$ cat config.mk
export PLATFORM = sky130hd
export DESIGN_NAME = timer_alarm_ctrl
export DESIGN_NICKNAME = d
export VERILOG_FILES = /design/src/rtl/timer_alarm_ctrl.sv
export SDC_FILE = /design/constraint.sdc
export NUM_CORES = 1
export LEC_CHECK = 0
export CORE_ASPECT_RATIO = 1.1
export CORE_UTILIZATION = 40
export CTS_BUF_LIST = sky130_fd_sc_hd__clkbuf_8
export CTS_CLUSTER_SIZE = 28
export DETAILED_ROUTE_END_ITERATION = 6
export GPL_ROUTABILITY_DRIVEN = 0
export HOLD_SLACK_MARGIN = 0.03
export PLACE_DENSITY = 0.69
export SYNTH_ARGS = -nofsm -noshare
export SYNTH_HDL_FRONTEND = slang
export SYNTH_SLANG_ARGS = --single-unit
$ cat constraint.sdc
create_clock -name clk -period 2.8 [get_ports clk]
set_input_delay 0.42 -clock clk [delete_from_list [all_inputs] [get_ports clk]]
set_output_delay 0.42 -clock clk [all_outputs]
set_load 0.02 [all_outputs]
$ cat src/rtl/timer_alarm_ctrl.sv
// Multi-channel alarm scheduler on the shared microsecond stamp: per-channel
// one-shot/periodic compare, pending bits, maskable interrupt, UIBI slave.
module timer_alarm_ctrl #(
  parameter int NCH  = 4,
  parameter int XLEN = 32
) (
  input  logic            clk,
  input  logic            rst,
  input  logic [XLEN-1:0] stamp_i,
  input  logic            bus_req,
  input  logic            bus_wen,
  input  logic [31:0]     bus_addr,
  input  logic [XLEN-1:0] bus_dat_i,
  output logic [XLEN-1:0] bus_dat_o,
  output logic            bus_ready,
  output logic            intr,
  output logic [NCH-1:0]  fire_o
);

  localparam logic [3:0] IDX_CTRL  = 4'd0;
  localparam logic [3:0] IDX_PEND  = 4'd1;
  localparam logic [3:0] IDX_IMASK = 4'd2;
  localparam logic [3:0] IDX_STAMP = 4'd3;

  logic [NCH-1:0]  en, pend, imask;
  logic [XLEN-1:0] cmp [NCH];
  logic [XLEN-1:0] per [NCH];

  logic [NCH-1:0]  en_n, pend_n, imask_n;
  logic [XLEN-1:0] cmp_n [NCH];
  logic [XLEN-1:0] per_n [NCH];

  logic [XLEN-1:0] diff [NCH];
  logic [NCH-1:0]  due, fire;
  logic [XLEN-1:0] rdata;
  logic [3:0]      idx;
  logic            wr, rd;
  logic            unused_addr;

  assign idx         = bus_addr[5:2];
  assign wr          = bus_req & bus_wen;
  assign rd          = bus_req & ~bus_wen;
  assign bus_ready   = 1'b1;
  assign unused_addr = ^{bus_addr[31:6], bus_addr[1:0]};

  // Signed difference keeps the compare correct across stamp wrap for
  // deadlines within half the stamp range. A same-cycle CTRL/CMP write
  // overrides the expiry entirely.
  always_comb begin
    for (int i = 0; i < NCH; i++) begin
      diff[i] = stamp_i - cmp[i];
      due[i]  = en[i] & ~diff[i][XLEN-1];
      fire[i] = due[i] & ~(wr & ((idx == IDX_CTRL) || (idx == 4'(i + 4))));
    end
  end

  // NOTE: every comb output gets a default first so no path can infer a latch.
  always_comb begin
    en_n    = en;
    pend_n  = pend;
    imask_n = imask;
    for (int i = 0; i < NCH; i++) begin
      cmp_n[i] = cmp[i];
      per_n[i] = per[i];
      if (fire[i]) begin
        if (per[i] != '0) cmp_n[i] = cmp[i] + per[i];
        else              en_n[i]  = 1'b0;
      end
    end
    if (wr) begin
      case (idx)
        IDX_CTRL:  en_n    = bus_dat_i[NCH-1:0];
        IDX_PEND:  pend_n  = pend & ~bus_dat_i[NCH-1:0];
        IDX_IMASK: imask_n = bus_dat_i[NCH-1:0];
        default: begin
          for (int i = 0; i < NCH; i++) begin
            if (idx == 4'(i + 4)) cmp_n[i] = bus_dat_i;
            if (idx == 4'(i + 8)) per_n[i] = bus_dat_i;
          end
        end
      endcase
    end
    // A fire beats a same-cycle clearing write.
    pend_n = pend_n | fire;
  end

  always_comb begin
    rdata = '0;
    case (idx)
      IDX_CTRL:  rdata[NCH-1:0] = en;
      IDX_PEND:  rdata[NCH-1:0] = pend;
      IDX_IMASK: rdata[NCH-1:0] = imask;
      IDX_STAMP: rdata          = stamp_i;
      default: begin
        for (int i = 0; i < NCH; i++) begin
          if (idx == 4'(i + 4)) rdata = cmp[i];
          if (idx == 4'(i + 8)) rdata = per[i];
        end
      end
    endcase
  end

  always_ff @(posedge clk) begin
    if (!rst) begin
      en        <= '0;
      pend      <= '0;
      imask     <= '0;
      bus_dat_o <= '0;
      intr      <= 1'b0;
      fire_o    <= '0;
      // NOTE: the deadline/period arrays are reset too, since software reads them back as 0.
      for (int i = 0; i < NCH; i++) begin
        cmp[i] <= '0;
        per[i] <= '0;
      end
    end else begin
      en        <= en_n;
      pend      <= pend_n;
      imask     <= imask_n;
      fire_o    <= fire;
      intr      <= |(pend_n & imask_n);
      bus_dat_o <= rd ? rdata : '0;
      for (int i = 0; i < NCH; i++) begin
        cmp[i] <= cmp_n[i];
        per[i] <= per_n[i];
      end
    end
  end

endmodule
==> reports/summary.txt <==
cell count of the worst hold path - 2
layout cells sized above 1 - 0.322
hpwl dp - 67500 um
Most used DFF post-synth - dfxtp_1
cts hold-fix bufs - 0
root buf cell - clkbuf_8
die area - 57200 um2
Remaining DRCs - 9
period utilization - 1.19
IO Pins - 138
Pre-antenna DRT Iters - 7
Ys Warns - 0
Core Area - 55200 um2
first-pass GRT wire length - 139000 um
clk slew on worst S/H paths - 0.06 ns
violations in the final reports - design-rule violations, negative setup slack
crit path DAT - 3.86 ns
Global Route Usage Sum - 0.309
Reg2Reg Launch Point - cmp[1][25]
number of synthesized flops with an enable pin - 0
critical path endpoint category - flop
Final Hold Viols - 0
Vias/cell - 6.09
cell family with most CP delay - simple AND/OR/NAND/NOR gates
quantity of I/O buffers inserted on ports - 108
Buf+Inv Stages, Crit Path - 4
FFs w/ async S/R, synth - 0
P_int - 7450 uW
placed cells - 4152
RSZ-0062 raised after global routing - true
PD cells - 316 nW/um2
Reg power frac - 0.424
largest net degree at the start of global routing - 69
clock share of power - 0.435
initial antenna violation count - 1
CP max stage delay - 0.41 ns
WP data required - 3.32 ns
max cap viols - 0
share of the yosys chip area belonging to registers - 0.272
syn_area_per_cell - 7.65 um2
# clock sinks - 305
Syn Nets - 3286
reg2reg setup slack - -0.54 ns
Synth cell types - 88
maximum vdd ir drop - 263 uV
area delta synth->final - 46.5%
CTS tree - built
total global routing overflow - 0
Leak Pwr - 0.0136 uW
initial drt markers - 2950
R2R depth - 14
Die Wd - 228 um
Comb pwr share - 0.141
area of the mapped netlist - 22500 um2
Setup WS post-layout - -0.543 ns
DR vias - 26300
Die Y - 251 um
clock latency on the worst-skew pair - 0.64 ns
CTS buffer count - 51
non-filler cells in the finished layout - 4322
post-route minimum period - 3.34 ns
dpl cell area - 28500 um2
htree depth - 2
total routed wirelength - 96100 um
initial core utilization - 0.408
Setup Viol. Count Final - 134
Hold Path Class - input pin to flop
Hold Startpoint - rst
startpoint type of the worst setup path - flop
Synth Instances - 2938
row count - 90
Hold Path End - cmp[0][6]
Routed Antenna Nets - 0
maximum clock frequency - 0.299 GHz
nets - 3894
vias in the first global route - 24800
Switch Pwr - 2950 uW
Worst Skew - 0.0123 ns
Worst Path Max Fanout - 5
Max Root-Sink Buffers - 3
cells along the critical path - inv_1, ha_4, nand4_1, nor4_2, buf_4, nand4_1, a2111oi_4, nor3b_4, buf_4, mux2_4, buf_12, a211oi_2, a311o_1, o31ai_1
max-slew violations - 0
CP max stage cell - a2111oi_4
routed length per instance - 22.2 um
Slew @ Worst Pin - 0.826 ns
Final Cell Area - 32900 um2
R2R Path End - cmp[1][28]
slew margin rel. - 0.449
Sw Ratio - 0.284
Crit Path Class - flop to flop
overall power - 10400 uW
#FFs+latches synth - 305
status - finished, violations left
cell usage after synthesis, types with 5 or more instances:
cell / number / area (um2)
nand2_1: 386 / 1450
a21oi_1: 369 / 1850
dfxtp_1: 305 / 6110
ha_1: 244 / 3050
nor2_1: 228 / 856
inv_1: 152 / 571
o21ai_0: 148 / 741
clkbuf_1: 142 / 533
a21o_1: 102 / 766
a211oi_1: 82 / 616
xnor2_1: 62 / 543
a22oi_1: 54 / 405
nor3_1: 53 / 265
a31oi_1: 46 / 288
nand3_1: 46 / 230
nor4_1: 44 / 275
xor2_1: 42 / 368
nand4_1: 38 / 238
mux2i_1: 28 / 280
a221oi_1: 25 / 219
a222oi_1: 25 / 250
nand2b_1: 24 / 150
o21bai_1: 23 / 173
o221ai_1: 22 / 193
o211ai_1: 18 / 135
buf_2: 17 / 85.1
nor2b_1: 14 / 87.6
o211a_1: 13 / 130
and2_1: 12 / 75.1
o21a_1: 12 / 90.1
o31ai_1: 10 / 75.1
and3_1: 9 / 56.3
buf_1: 7 / 26.3
or2_2: 7 / 43.8
a211o_1: 6 / 52.6
nand3b_1: 6 / 45.0
or3_1: 6 / 37.5
a21boi_0: 5 / 37.5
a22o_1: 5 / 43.8
clkbuf_2: 5 / 25.0
nor3b_1: 5 / 37.5
o2111ai_1: 5 / 43.8
logic make-up after synthesis:
kind of cell,after synthesis,share of synthesized area
AOI/OAI and AO/OA,1021,0.294
xor gates and xnor gates,104,0.0405
adders and majority gates,248,0.139
buffers and inverters,327,0.0564
DFF,305,0.272
muxes,35,0.0180
other,1,0.000167
and+or+nand+nor,897,0.180
cell type report:
class	count	area [um2]
fill	4532	22200
multi-input combinational	2308	17500
timing repair buffer	727	6620
sequential	305	6180
tap	736	921
clock buffer	66	908
inverter	153	584
clock inverter	26	220
antenna	1	2.50
metrics by stage:
step | hold WS (ns) | util | setup slack, ns | setup TNS (ns)
after floorplan | 0.458 | - | -0.0812 | -1.09
after global placement | 0.474 | 0.516 | -1.30 | -128.83
after detailed placement | 0.482 | 0.516 | -1.31 | -136.82
after CTS | 0.281 | 0.573 | -0.378 | -21.68
after global routing | 0.347 | 0.597 | -0.537 | -38.49
final | 0.351 | 0.597 | -0.543 | -29.14
metal layers:
metal,GRT usage,wire length [um],vias to the layer above
met5,0,0,-
met1,0.381,36300,12400
met4,0.183,7030,0
li1,-,-,12000
met2,0.512,43500,1543
met3,0.0443,9240,437
cell usage in the layout (no fill, tap or decap), types with 36 or more instances in the layout:
cell,synthesis,layout
a21oi_2,2,49
nor2_4,0,38
dfxtp_2,0,50
clkbuf_8,0,66
ha_4,0,46
o21ai_0,148,126
nand2_1,386,378
xnor2_1,62,60
a21o_1,102,102
xor2_1,42,42
nor2_1,228,168
buf_12,0,36
nand3_1,46,41
dfxtp_1,305,251
a31oi_1,46,43
nor4_1,44,39
ha_1,244,196
a22oi_1,54,54
a211oi_2,2,42
a21oi_1,369,310
clkdlybuf4s50_1,0,88
nand4_1,38,38
buf_4,2,530
inv_1,152,134
registers in the layout, summed over array words and instances, names as in the netlist:
signal and cells:
fire_o 4, cmp 128, en 4, intr 1, bus_dat_o 32, imask 4, per 128, pend 4
worst max-delay path by stage:
stage,cells past startpoint,start,to
2_1_floorplan,12,stamp_i[24],cmp[1][31]
3_3_place_gp,14,stamp_i[22],cmp[1][31]
3_5_place_dp,14,stamp_i[22],cmp[1][31]
4_1_cts,15,cmp[1][19],cmp[1][29]
5_1_grt,14,cmp[1][24],cmp[1][28]
6_report,14,cmp[1][25],cmp[1][28]
worst register-to-register path: stages (launching register included):
cell and delay, ns:
dfxtp_2 0.32, inv_1 0.07, ha_4 0.27, nand4_1 0.25, nor4_2 0.32, buf_4 0.16
nand4_1 0.20, a2111oi_4 0.41, nor3b_4 0.10, buf_4 0.17, mux2_4 0.36, buf_12 0.16
a211oi_2 0.14, a311o_1 0.18, o31ai_1 0.09
repair_timing:
action | CTS | global route
pin swaps | 166 | 132
setup endpoints to repair | 138 | 137
buffers inserted | 34 | 28
gates resized for setup | 329 | 233
gates cloned | 16 | 10
power groups by stage:
stage                     combinational [uW]  sequential (uW)  clock [uW]
final                                   1460             4410        4530
after CTS                               1320             4410        4500
after global routing                    1540             4410        4690
after detailed placement                1240             4510           0
after floorplan                          582             4510           0
after global placement                  1230             4510           0
(Power assumes the default switching activity.)
